===== config.mk =====
export PLATFORM = sky130hd
export DESIGN_NAME = abs_neg_pipe
export DESIGN_NICKNAME = d
export VERILOG_FILES = /design/src/rtl/lau_pkg.sv /design/src/rtl/abs_neg_pipe.sv
export SDC_FILE = /design/constraint.sdc
export NUM_CORES = 1
export LEC_CHECK = 0
export CORE_MARGIN = 4
export CORE_UTILIZATION = 47
export DETAILED_ROUTE_END_ITERATION = 8
export PLACE_DENSITY = 0.76
export SLEW_MARGIN = 20
export SYNTH_ARGS = -nofsm -noshare
export SYNTH_HDL_FRONTEND = slang
export SYNTH_SLANG_ARGS = --single-unit
export TNS_END_PERCENT = 1

===== constraint.sdc =====
create_clock -name CLK -period 1.6 [get_ports CLK]
set_input_delay 0.32 -clock CLK [delete_from_list [all_inputs] [get_ports CLK]]
set_output_delay 0.32 -clock CLK [all_outputs]
set_load 0.005 [all_outputs]

===== src/rtl/lau_pkg.sv =====
// lau_pkg: shared selectors for the arithmetic library blocks.
package lau_pkg;

  // Prefix-network performance selector.
  // FAST  : Kogge-Stone, log2(n) levels, minimum logic depth and fanout.
  // SMALL : Sklansky, log2(n) levels, fewer operators and higher fanout.
  typedef enum logic [0:0] {
    FAST  = 1'b0,
    SMALL = 1'b1
  } speed_t;

endpackage


===== src/rtl/abs_neg_pipe.sv =====
// abs_neg_pipe: pass / abs / negate / negative-abs of a two's-complement word.
// The result is formed combinationally by a parallel-prefix complementer and then
// carried through a depth-stage valid/ready pipeline with full throughput.
// Build option: define ABS_NEG_PIPE_SAT_EN to clamp an overflowed result to the
// maximum positive value; otherwise the wrapped value 100..0 is delivered.
// V flags overflow in both builds.
module abs_neg_pipe #(
  parameter int              width = 8,
  parameter lau_pkg::speed_t speed = lau_pkg::FAST,
  parameter int              depth = 2
) (
  input  logic                    CLK,
  input  logic                    RST,
  input  logic signed [width-1:0] A,
  input  logic [1:0]              Mode,
  input  logic                    InValid,
  output logic                    InReady,
  output logic signed [width-1:0] Z,
  output logic                    V,
  output logic                    OutValid,
  input  logic                    OutReady
);

  localparam logic [1:0] MODE_PASS = 2'b00;
  localparam logic [1:0] MODE_ABS  = 2'b01;
  localparam logic [1:0] MODE_NEG  = 2'b10;
  localparam logic [1:0] MODE_NABS = 2'b11;

  // Stage 0: combinational complementer.
  // -A = ~A + 1. After conditional inversion x = A ^ {neg}, the carry into bit i is
  // neg AND (x[i-1:0] all ones), so a prefix-AND of x replaces the incrementer.
  logic                    neg_p0;
  logic [width-1:0]        inv_p0;
  logic [width-2:0]        pfx_p0;
  logic [width-1:0]        carry_p0;
  logic signed [width-1:0] zraw_p0;
  logic signed [width-1:0] z_p0;
  logic                    v_p0;

`ifdef ABS_NEG_PIPE_SAT_EN
  // Clamp an overflowed result to 011..1.
  function automatic logic signed [width-1:0] sat_max(
    input logic signed [width-1:0] val,
    input logic                    ovf
  );
    logic signed [width-1:0] res;
    res = val;
    if (ovf) begin
      res = {1'b0, {(width-1){1'b1}}};
    end
    return res;
  endfunction
`endif

  // Decide whether the operand is complemented, from Mode and the operand sign.
  always_comb begin
    neg_p0 = 1'b0;
    case (Mode)
      MODE_PASS: neg_p0 = 1'b0;
      MODE_ABS:  neg_p0 = A[width-1];
      MODE_NEG:  neg_p0 = 1'b1;
      MODE_NABS: neg_p0 = ~A[width-1];
      default:   neg_p0 = 1'b0;
    endcase
  end

  assign inv_p0 = A ^ {width{neg_p0}};

  PrefixAnd #(
    .width (width - 1),
    .speed (speed)
  ) u_pfx (
    .x (inv_p0[width-2:0]),
    .p (pfx_p0)
  );

  assign carry_p0 = {pfx_p0 & {(width-1){neg_p0}}, neg_p0};
  assign zraw_p0  = inv_p0 ^ carry_p0;

  // Only the most negative value overflows: its inverted low bits are all ones and
  // its inverted sign bit is zero. Negating zero inverts the sign bit to one, so it
  // is excluded, and negative-abs never negates a negative operand.
  assign v_p0 = neg_p0 & pfx_p0[width-2] & ~inv_p0[width-1];

`ifdef ABS_NEG_PIPE_SAT_EN
  assign z_p0 = sat_max(zraw_p0, v_p0);
`else
  assign z_p0 = zraw_p0;
`endif

  // Stages 1..depth: valid/ready register chain.
  // A stage loads whenever some stage at or after it is empty or the consumer
  // accepts, which is the chained ~valid | downstream-ready rule written as a
  // reduction so that no signal depends on its own bits.
  logic [depth:1]          vld_pk;
  logic [depth:1]          rdy_pk;
  logic [depth:1]          v_pk;
  logic signed [width-1:0] z_pk [1:depth];

  for (genvar k = 1; k <= depth; k++) begin : g_stage
    logic                    up_vld;
    logic signed [width-1:0] up_z;
    logic                    up_v;

    assign rdy_pk[k] = OutReady | ~(&vld_pk[depth:k]);

    if (k == 1) begin : g_head
      assign up_vld = InValid;
      assign up_z   = z_p0;
      assign up_v   = v_p0;
    end else begin : g_body
      assign up_vld = vld_pk[k-1];
      assign up_z   = z_pk[k-1];
      assign up_v   = v_pk[k-1];
    end

    // Advance the stage when it can accept; data only moves with a valid operand.
    always_ff @(posedge CLK or posedge RST) begin
      if (RST) begin
        vld_pk[k] <= 1'b0;
        z_pk[k]   <= '0;
        v_pk[k]   <= 1'b0;
      end else if (rdy_pk[k]) begin
        vld_pk[k] <= up_vld;
        if (up_vld) begin
          z_pk[k] <= up_z;
          v_pk[k] <= up_v;
        end
      end
    end
  end

  assign InReady  = rdy_pk[1];
  assign OutValid = vld_pk[depth];
  assign Z        = z_pk[depth];
  assign V        = v_pk[depth];

endmodule

// PrefixAnd: p[i] = &x[i:0], built as a log-depth parallel-prefix network.
module PrefixAnd #(
  parameter int              width = 7,
  parameter lau_pkg::speed_t speed = lau_pkg::FAST
) (
  input  logic [width-1:0] x,
  output logic [width-1:0] p
);

  localparam int L = $clog2(width);

  for (genvar l = 0; l <= L; l++) begin : g_lvl
    logic [width-1:0] s;

    if (l == 0) begin : g_in
      assign s = x;
    end else begin : g_op
      localparam int SPAN = 1 << (l - 1);
      for (genvar i = 0; i < width; i++) begin : g_bit
        if (speed == lau_pkg::FAST) begin : g_ks
          if (i >= SPAN) begin : g_mix
            assign s[i] = g_lvl[l-1].s[i] & g_lvl[l-1].s[i-SPAN];
          end else begin : g_pass
            assign s[i] = g_lvl[l-1].s[i];
          end
        end else begin : g_sk
          if (((i / SPAN) % 2) == 1) begin : g_mix
            assign s[i] = g_lvl[l-1].s[i] & g_lvl[l-1].s[(i/(2*SPAN))*(2*SPAN)+SPAN-1];
          end else begin : g_pass
            assign s[i] = g_lvl[l-1].s[i];
          end
        end
      end
    end
  end

  assign p = g_lvl[L].s;

endmodule


Word-level counts from Yosys, hierarchy flattened
Cells that the tools add are included.
{"block": "word_totals", "wordCells": 39, "reg_bits": 20, "input_bits": 14, "output_inout_bits": 11}
{"block": "classes", "n_reduce_logical": 4, "mux": 1, "n_eq_ne": 3, "bitwise": 25}
{"cell": "1-bit AND", "n": 16}
{"cell": "8-bit bitwise XOR", "n": 2}
{"cell": "7-bit AND", "n": 1}
{"cell": "2-bit AND reduction", "n": 3}
{"cell": "2-bit == test (second input constant)", "n": 2}
{"cell": "1-bit NOT", "n": 4}
{"cell": "1-bit case mux with 4 select lines", "n": 1}
{"cell": "2-bit by 1-bit == test with 1-bit output (second input constant)", "n": 1}
{"cell": "2-bit zero test", "n": 1}
{"cell": "1-bit OR", "n": 2}

Depth between registers and ports, before layout
Gate-level depths: netlist (run 1).
{"block": "logic_depth", "word_depth": 8, "ltp_mapped": 9, "mapped_depth_nobuf": 9}

Modules after synthesis
From an unflattened synthesis (run 1), not the netlist that was laid out.
{"block": "hier_totals", "cells_unflattened": 117, "area_unflattened_um2": 1246.2}
{"mod": "abs_neg_pipe", "area_per_inst_um2": 1193.6, "cells_each": 110, "instances": 1, "seq_area_each_um2": 500.5}
{"mod": "PrefixAnd", "area_per_inst_um2": 52.6, "cells_each": 7, "instances": 1, "seq_area_each_um2": 0.0}

Least setup slack after synthesis (run 1)
Ideal clock, no wire load.
{"block": "synth_timing", "kind": "input to register", "startpoint": "input port Mode[1]", "endpoint": "register z_pk (netlist bit g_stage[2].up_z[7])", "cell_stages": 9, "path_slack_ns": -0.668, "t_required_ns": 1.517, "setup_time_ns": 0.083, "t_arrival_ns": 2.185, "path_buffers": 0, "path_cell_list": "and3b_4 nor2_4 inv_1 ha_1 or4_4 nor3_4 nor3b_1 ha_1 o21ai_0"}
{"block": "synth_via", "elab_chain_len": 8, "word_cells_on_any_way": 14, "classes_between": "3 x eq/ne; 1 x mux; 9 x bitwise; 1 x reduce/logical"}
{"element": "start: declaration", "line": "abs_neg_pipe.sv:15", "text": "input logic [1:0] Mode,"}
{"element": "2-bit == test (tied with other cells)", "line": "abs_neg_pipe.sv:58", "text": "case (Mode)"}
{"element": "1-bit case mux with 4 select lines (*)", "line": "abs_neg_pipe.sv:58"}
{"element": "8-bit bitwise XOR", "line": "abs_neg_pipe.sv:67", "text": "assign inv_p0 = A ^ {width{neg_p0}};"}
{"element": "1-bit AND (3 in a row)", "line": "abs_neg_pipe.sv:161", "text": "assign s[i] = g_lvl[l-1].s[i] & g_lvl[l-1].s[i-SPAN];"}
{"element": "7-bit AND", "line": "abs_neg_pipe.sv:77", "text": "assign carry_p0 = {pfx_p0 & {(width-1){neg_p0}}, neg_p0};"}
{"element": "8-bit bitwise XOR (*)", "line": "abs_neg_pipe.sv:78", "text": "assign zraw_p0 = inv_p0 ^ carry_p0;"}
{"element": "end signal: indexed assignment", "line": "abs_neg_pipe.sv:126", "text": "z_pk[k] <= up_z;"}
{"element": "end: declaration", "line": "abs_neg_pipe.sv:98", "text": "logic signed [width-1:0] z_pk [1:depth];"}
Mark *: on every way between the ends. The rest lies on a longest branch, timed or not.
A chain may end at the register's enable or synchronous reset.

Worst setup path after layout (run 1)
Same ends and word-level chain as after synthesis.

==> impl_metrics.ini, run 1 <==
[route]
postRouteAntennaNets = 0
vias_per_cell = 4.85
num_vias = 751
firstDrtPassIters = 4
route.detailed.drc = 0
wirelength_um = 2030
wl_per_cell_um = 13.1
drt_iter0_drc = 6

[clock_tree]
worstSkewPairLatency_ns = 0.30
clkTransAtPathRegs_ns = 0.11
h-tree-depth = 1
clock_sinks = 20
clock-root-buffer = clkbuf_4
cts_max_path_buffers = 2
hold_buffers = 0
cts_made_buffers = 3
tritoncts = built

[critical_path]
worst-r2r-setup-slack_ns = 0.34
rr_worst_depth = 4
start_kind = input pin
r2r_start = OutValid$_DFFE_PP0N_
rr_endpoint = g_stage[2].up_z[6]$_DFFE_PP0P_
cp-end-kind = flip-flop
critPathKind = input pin to flip-flop
crit_fanout = 3
arrival_ns = 2.12
crit_required_ns = 1.84

[die]
core_um2 = 1960
die_w_um = 53.4
ios = 25
placementRows = 16
initial_core_util = 0.494
die_h_um = 53.4
die_area_um2 = 2850

[finish]
drive_gt1_frac = 0.391
area_growth_pct = 51.9
nets = 145
fill_cells = 152
num_antenna_cells = 0
stdcell_count = 155

[flow_run]
cap_violations = 0

[pwr]
p_leak_nw = 0.668
power.density_nw_per_um2 = 947
pwr-share-comb = 0.314
vdd_drop_max_uv = 635
power_switching_mw = 0.363
seqPwrFrac = 0.474
clkPwrFrac = 0.211
p_int_mw = 1.03
switching_share = 0.260
report.power.total_mw = 1.39

[global_routing]
grt-ovfl-total = 0
grt_pass1_vias = 789
grt_pass1_wl_um = 3380
grt_max_degree = 21
antenna_found_initial = 0
grt_usage = 0.166

[outcome]
outcome = complete, but fails checks
failed_checks = setup timing

[yosys]
yosysWarnings = 0
syn_area_per_cell_um2 = 12.3
synth_fp_nets = 95
ys_seq_area_frac = 0.517
syn-cell-area_um2 = 968
yosys_register_bits = 20
netlist-cell-type-count = 25
synthCells = 79

[timing]
setup_ws_ns = -0.284
setup_tns_ns = -1.02
slew_headroom = 0.806
fmax_mhz = 531
min_period_ns = 1.88
min_period_over_period = 1.18
setup_viol_count_final = 5
worst_pin_slew_ns = 0.290
fin_worst_skew_ns = 0.00305
rsz0062_at_grt = yes
slew_violations = 0
final_hold_viol_count = 0

[placement]
port_buffers = 24
dp_cells = 146
dpl.hpwl_um = 1600
gpl.final_weighted_congestion = 0.828

[hold_path]
hold_path.class = input pin to asynchronous set/reset pin
==> registers in the layout, summed over array words and instances (netlist names) <==
signal,count
g_stage.up_z,8
g_stage.up_vld,1
V,1
OutValid,1
Z,8
g_stage.up_v,1
==> layout by cell type, fill, tap and decap left out, drive strengths merged, types with 4 or more instances in the layout <==
master         synthesis  final
buf                    1     25
clkbuf                 0      4
clkdlybuf4s50          0     19
dfrtp                 20     20
mux2                  10     10
nand2                 10     10
o21ai                  8      8
xnor2                  4      4
xor2                   4      4
==> per-stage QoR <==
step	utilization	setup WS, ns	hold slack (ns)	area (um2)
floorplan	-	-0.573	0.284	986
global placement	0.708	-0.995	0.461	1390
detailed placement	0.708	-1.07	0.470	1390
CTS	0.739	-0.395	0.337	1450
global route	0.750	-0.367	0.352	1470
finish	0.750	-0.284	0.331	1470
==> cell families (layout without fill, tap and decap cells) <==
| family | count (synthesis) | count (layout) | share of synthesized area |
|---|---|---|---|
| fa+ha+maj | 2 | 2 | 0.0258 |
| xor+xnor | 8 | 8 | 0.0723 |
| buf+inv | 4 | 53 | 0.0233 |
| mux | 10 | 10 | 0.116 |
| flops | 20 | 20 | 0.517 |
| compound gates | 13 | 13 | 0.0982 |
| simple gates | 22 | 22 | 0.147 |
==> what timing repair did <==
| action | in CTS | in global routing |
|---|---|---|
| endpoints found under the setup margin | 8 | 5 |
| buffers inserted | 3 | 2 |
| resized for setup | 21 | 2 |
| pin swaps | 11 | 8 |
==> routing by layer <==
metal | wire length (um) | vias to the layer above | track usage
met5 | 0 | - | 0
met4 | 24 | 0 | 0.0723
met3 | 74 | 2 | 0.0310
met2 | 1090 | 18 | 0.288
met1 | 841 | 354 | 0.197
li1 | - | 377 | -
==> area by class of cell <==
| cell class | count | area, um2 | share of cell area |
|---|---|---|---|
| Inverter | 3 | 11.3 | 0.00765 |
| Clock buffer | 4 | 36.3 | 0.0247 |
| Timing Repair Buffer | 46 | 423 | 0.287 |
| Multi-Input combinational cell | 55 | 467 | 0.317 |
| Sequential cell | 20 | 500 | 0.340 |
| Tap cell | 27 | 33.8 | 0.0230 |
==> synthesized netlist by cell type <==
cell type	n	area share
o22ai_2	1	0.013
nor2_4	1	0.012
inv_1	3	0.012
nand3b_1	1	0.0078
buf_6	1	0.012
a21boi_4	1	0.019
o32ai_1	1	0.0090
nand3_1	1	0.0052
ha_1	2	0.026
xnor2_1	4	0.036
nor3b_1	1	0.0078
mux2_2	10	0.12
nand2_1	10	0.039
xor2_1	4	0.036
o22ai_1	1	0.0065
o21ai_0	7	0.036
and2b_1	1	0.0078
or4_4	1	0.012
or4_1	1	0.0078
nand2b_1	3	0.019
o2111ai_1	1	0.0090
dfrtp_1	20	0.52
o21ai_1	1	0.0052
and3b_4	1	0.013
nor3_4	1	0.017
==> worst max-delay path, stage by stage <==
cell and delay (ns):
buf_6 0.09, and3b_4 0.30, nor2_4 0.05, inv_2 0.06
ha_4 0.19, or4_4 0.44, nor3_4 0.13, nor3b_2 0.17
ha_1 0.24, o21ai_1 0.13
==> power by group through the flow <==
stage | registers (mW) | clock network [mW] | logic [mW]
2_1_floorplan | 0.667 | 0 | 0.176
3_5_place_dp | 0.675 | 0 | 0.431
5_1_grt | 0.673 | 0.323 | 0.479
3_3_place_gp | 0.662 | 0 | 0.415
4_1_cts | 0.663 | 0.297 | 0.440
6_report | 0.661 | 0.295 | 0.438
==> worst max-delay path by stage <==
stage                  from                        endpoint  slack (ns)  depth (start not counted)
global route        Mode[1]  g_stage[2].up_z[7]$_DFFE_PP0P_       -0.37                         10
floorplan           Mode[1]  g_stage[2].up_z[7]$_DFFE_PP0P_       -0.57                          9
detailed placement  Mode[1]  g_stage[2].up_z[7]$_DFFE_PP0P_       -1.07                         10
CTS                 Mode[0]  g_stage[2].up_z[7]$_DFFE_PP0P_       -0.39                         11
finish              Mode[1]  g_stage[2].up_z[7]$_DFFE_PP0P_       -0.28                         10
global placement    Mode[1]  g_stage[2].up_z[7]$_DFFE_PP0P_       -0.99                         10
Note: power is estimated with default switching activity, not from simulation.
==> run 2, diff against run 1 <==
- PLACE_DENSITY: 0.76 -> not set
- PLACE_DENSITY_LB_ADDON: not set -> 0.3
==> impl_metrics.ini, run 2 (same netlist as run 1, synthesis figures left out) <==
[clock_tree]
clkTransAtPathRegs_ns = 0.11
tritoncts = built
cts_made_buffers = 3
h-tree-depth = 1
cts_max_path_buffers = 2
clock_sinks = 20
worstSkewPairLatency_ns = 0.29
hold_buffers = 0
clock-root-buffer = clkbuf_4

[route]
drt_iter0_drc = 18
route.detailed.drc = 0
num_vias = 778
postRouteAntennaNets = 0
wl_per_cell_um = 13.2
vias_per_cell = 5.05
wirelength_um = 2030
firstDrtPassIters = 4

[global_routing]
grt-ovfl-total = 0
grt_pass1_vias = 805
grt_usage = 0.158
grt_pass1_wl_um = 3330
antenna_found_initial = 0
grt_max_degree = 21

[finish]
nets = 145
fill_cells = 142
stdcell_count = 154
regArea_um2 = 500
layout_common_cells = 20 x dfrtp_1, 20 x buf_4, 19 x clkdlybuf4s50_1
final_area_um2 = 1470
final_util = 0.751
multi_input_comb_area_um2 = 480
drive_gt1_frac = 0.394
area_growth_pct = 52.1
num_antenna_cells = 0

[placement]
dp_cells = 146
gpl.final_weighted_congestion = 0.802
dpl.hpwl_um = 1580
placed_area_um2 = 1390
port_buffers = 24

[timing]
min_period_ns = 1.98
worst_pin_slew_ns = 0.255
rsz0062_at_grt = yes
setup_tns_ns = -1.10
final_hold_viol_count = 0
fmax_mhz = 505
setup_ws_ns = -0.379
min_period_over_period = 1.24
fin_worst_skew_ns = 0.00647
slew_headroom = 0.830
setup_viol_count_final = 5
slew_violations = 0

[critical_path]
crit_start = Mode[1]
cp-end-kind = flip-flop
rr_endpoint = g_stage[2].up_z[6]$_DFFE_PP0P_
arrival_ns = 2.20
crit_required_ns = 1.82
critPathKind = input pin to flip-flop
r2r_start = OutValid$_DFFE_PP0N_
start_kind = input pin
rr_worst_depth = 4
worst-r2r-setup-slack_ns = 0.29
crit_fanout = 3

[pwr]
p_leak_nw = 0.669
pwr-share-comb = 0.334
seqPwrFrac = 0.495
switching_share = 0.262
report.power.total_mw = 1.33
p_int_mw = 0.983
vdd_drop_max_uv = 459
power_switching_mw = 0.349
clkPwrFrac = 0.171
power.density_nw_per_um2 = 905

[outcome]
outcome = complete, but fails checks
failed_checks = setup timing

[die]
ios = 25
die_h_um = 53.4
die_w_um = 53.4
placementRows = 16
core_um2 = 1960
initial_core_util = 0.494
die_area_um2 = 2850

[flow_run]
cap_violations = 0

[hold_path]
hold_path.class = input pin to asynchronous set/reset pin
run 2: repair_timing:
item / CTS / global route
hold endpoints to repair: 0 / 0
endpoints found under the setup margin: 9 / 7
setup buffers: 3 / 2
gates resized for setup: 21 / 5
pin swaps: 11 / 8
run 2: how the worst max path moves through the flow:
stage               slack, ns                        endpoint  cells after the start
finish                  -0.38  g_stage[2].up_z[7]$_DFFE_PP0P_                     10
global route            -0.41  g_stage[2].up_z[7]$_DFFE_PP0P_                     10
CTS                     -0.53  g_stage[2].up_z[7]$_DFFE_PP0P_                     11
detailed placement      -1.14  g_stage[2].up_z[7]$_DFFE_PP0P_                     10
global placement        -0.99  g_stage[2].up_z[7]$_DFFE_PP0P_                     10
floorplan               -0.57  g_stage[2].up_z[7]$_DFFE_PP0P_                      9
run 2: per-layer routing:
layer	vias up	track usage	wire length, um
met2	21	0.296	1070
met3	2	0.0282	82
met5	-	0	0
li1	380	-	-
met4	0	0.0340	11
met1	375	0.182	865
run 2: layout make-up:
type                            instances  share of cell area
Multi-Input combinational cell         55               0.326
Inverter                                3             0.00765
Timing Repair Buffer                   46               0.288
Tap cell                               27              0.0229
Sequential cell                        20               0.340
Clock buffer                            3              0.0153
run 2: through the flow:
stage,hold WS (ns),worst slack (ns)
detailed placement,0.473,-1.14
finish,0.347,-0.379
floorplan,0.284,-0.573
CTS,0.358,-0.531
global placement,0.461,-0.991
global route,0.362,-0.415
run 2: worst max-delay path, stage by stage:
cell     delay [ns]
buf_6          0.09
and3b_4        0.30
nor2_4         0.05
inv_2          0.06
ha_4           0.19
or4_4          0.43
nor3_4         0.15
nor3b_4        0.21
ha_1           0.26
o21ai_1        0.14
run 2: power groups by stage:
| stage | combinational (mW) | clock (mW) | sequential, mW |
|---|---|---|---|
| final | 0.445 | 0.228 | 0.659 |
| after global routing | 0.485 | 0.258 | 0.672 |
| after CTS | 0.436 | 0.232 | 0.662 |
| after detailed placement | 0.429 | 0 | 0.673 |
| after global placement | 0.413 | 0 | 0.662 |
| after floorplan | 0.176 | 0 | 0.667 |
==> run 3, diff against run 2 <==
- CELL_PAD_IN_SITES_DETAIL_PLACEMENT: not set -> 2
- CELL_PAD_IN_SITES_GLOBAL_PLACEMENT: not set -> 2
- CORE_UTILIZATION: 47 -> 30
==> impl_metrics.ini, run 3 (same netlist as run 1, synthesis figures left out) <==
[route]
postRouteAntennaNets = 0
num_vias = 782
route.detailed.drc = 0
firstDrtPassIters = 4
drt_iter0_drc = 6
wl_per_cell_um = 14.6
vias_per_cell = 4.44
wirelength_um = 2560

[timing]
worst_pin_slew_ns = 0.259
setup_viol_count_final = 5
fin_worst_skew_ns = 0.00264
min_period_over_period = 1.21
fmax_mhz = 515
min_period_ns = 1.94
slew_headroom = 0.827
slew_violations = 0
rsz0062_at_grt = yes
setup_tns_ns = -1.12
setup_ws_ns = -0.342
final_hold_viol_count = 0
holdWs_ns = 0.345

[critical_path]
start_kind = input pin
cp-end-kind = flip-flop
cp_slowest_cell = or4_4
worst-r2r-setup-slack_ns = 0.30
rr_endpoint = g_stage[2].up_z[6]$_DFFE_PP0P_
rr_worst_depth = 4
r2r_start = g_stage[2].up_vld$_DFFE_PP0N_
crit_buf_inv = 2
crit_fanout = 3
path_delay_family = simple AND/OR/NAND/NOR gates
critPathKind = input pin to flip-flop
critPathMaxStageDelay_ns = 0.44
crit_required_ns = 1.83
crit_path_cell_trace = buf_6 -> and3b_4 -> nor2_4 -> inv_2 -> ha_4 -> or4_4 -> nor3_4 -> nor3b_2 -> ha_1 -> o21ai_2
arrival_ns = 2.18

[placement]
placed_area_um2 = 1410
port_buffers = 24
dp_cells = 163
dpl.hpwl_um = 1960
place_ws_ns = -1.14
gpl.final_weighted_congestion = 0.758

[pwr]
power_switching_mw = 0.375
seqPwrFrac = 0.466
vdd_drop_max_uv = 288
p_int_mw = 1.04
clkPwrFrac = 0.207
p_leak_nw = 0.694
power.density_nw_per_um2 = 919
report.power.total_mw = 1.42
pwr-share-comb = 0.327
switching_share = 0.265

[die]
die_area_um2 = 4200
die_w_um = 64.8
initial_core_util = 0.315
die_h_um = 64.8
ios = 25
core_um2 = 3080
placementRows = 20

[global_routing]
grt_pass1_vias = 889
grt_max_degree = 21
grt-ovfl-total = 0
antenna_found_initial = 0
grt_usage = 0.139
grt_pass1_wl_um = 4440

[finish]
drive_gt1_frac = 0.424
nets = 149
final_area_um2 = 1540
layout_common_cells = 24 x buf_4, 20 x dfrtp_1, 19 x clkdlybuf4s50_1
stdcell_count = 176
num_antenna_cells = 0
area_growth_pct = 59.3
final_util = 0.501
fill_cells = 313
layout_commonest_cell = buf_4

[clock_tree]
hold_buffers = 0
worstSkewPairLatency_ns = 0.29
tritoncts = built
clock-root-buffer = clkbuf_4
cts_made_buffers = 3
h-tree-depth = 1
clkTransAtPathRegs_ns = 0.11
clock_sinks = 20
cts_max_path_buffers = 2

[hold_path]
hold_path.class = input pin to asynchronous set/reset pin

[outcome]
outcome = complete, but fails checks
failed_checks = setup timing

[flow_run]
cap_violations = 0
-- run 3: cell types whose count changed in the layout (fill, tap and decap cells not counted) --
cell      change
o22ai_2       -1
o21ai_1       -1
o22ai_4       +1
nor3b_2       +1
o21ai_2       +1
nor3b_4       -1
clkbuf_8      +1
buf_4         +4
-- run 3: repair_timing --
action                     CTS  global route
pin swaps                   10             9
resized for setup           22             5
setup endpoints to repair    9             7
buffers inserted             6             3
-- run 3: worst max-delay path by stage --
| stage | cells after the start | slack [ns] | to | start |
|---|---|---|---|---|
| after floorplan | 9 | -0.57 | g_stage[2].up_z[7]$_DFFE_PP0P_ | Mode[1] |
| after global placement | 10 | -1.00 | g_stage[2].up_z[7]$_DFFE_PP0P_ | Mode[1] |
| after detailed placement | 10 | -1.14 | g_stage[2].up_z[7]$_DFFE_PP0P_ | Mode[1] |
| after CTS | 11 | -0.51 | g_stage[2].up_z[7]$_DFFE_PP0P_ | Mode[0] |
| after global routing | 10 | -0.39 | g_stage[2].up_z[7]$_DFFE_PP0P_ | Mode[1] |
| final | 10 | -0.34 | g_stage[2].up_z[7]$_DFFE_PP0P_ | Mode[1] |
-- run 3: cell type report --
| cell class | instances | area, um2 | share of cell area |
|---|---|---|---|
| timing repair buffer | 50 | 454 | 0.294 |
| inverter | 3 | 11.3 | 0.00730 |
| sequential | 20 | 500 | 0.324 |
| tap | 44 | 55.1 | 0.0357 |
| multi-input combinational | 55 | 485 | 0.315 |
| clock buffer | 4 | 36.3 | 0.0235 |
-- run 3: metal layers --
metal | GRT usage | vias up | share of wire
met3 | 0.0208 | 4 | 0.034
met1 | 0.172 | 375 | 0.42
met4 | 0.0317 | 0 | 0.017
met5 | 0 | - | 0
li1 | - | 384 | -
met2 | 0.253 | 19 | 0.52
-- run 3: worst min-delay path, cell delays in order --
cell             delay [ns]
clkdlybuf4s50_1        0.40
inv_1                  0.05
buf_4                  0.26
-- run 3: power by group through the flow --
stage	sequential [mW]	combinational, mW	clock [mW]
6_report	0.660	0.464	0.294
5_1_grt	0.682	0.510	0.322
4_1_cts	0.663	0.456	0.299
3_5_place_dp	0.675	0.438	0
3_3_place_gp	0.664	0.419	0
2_1_floorplan	0.667	0.176	0
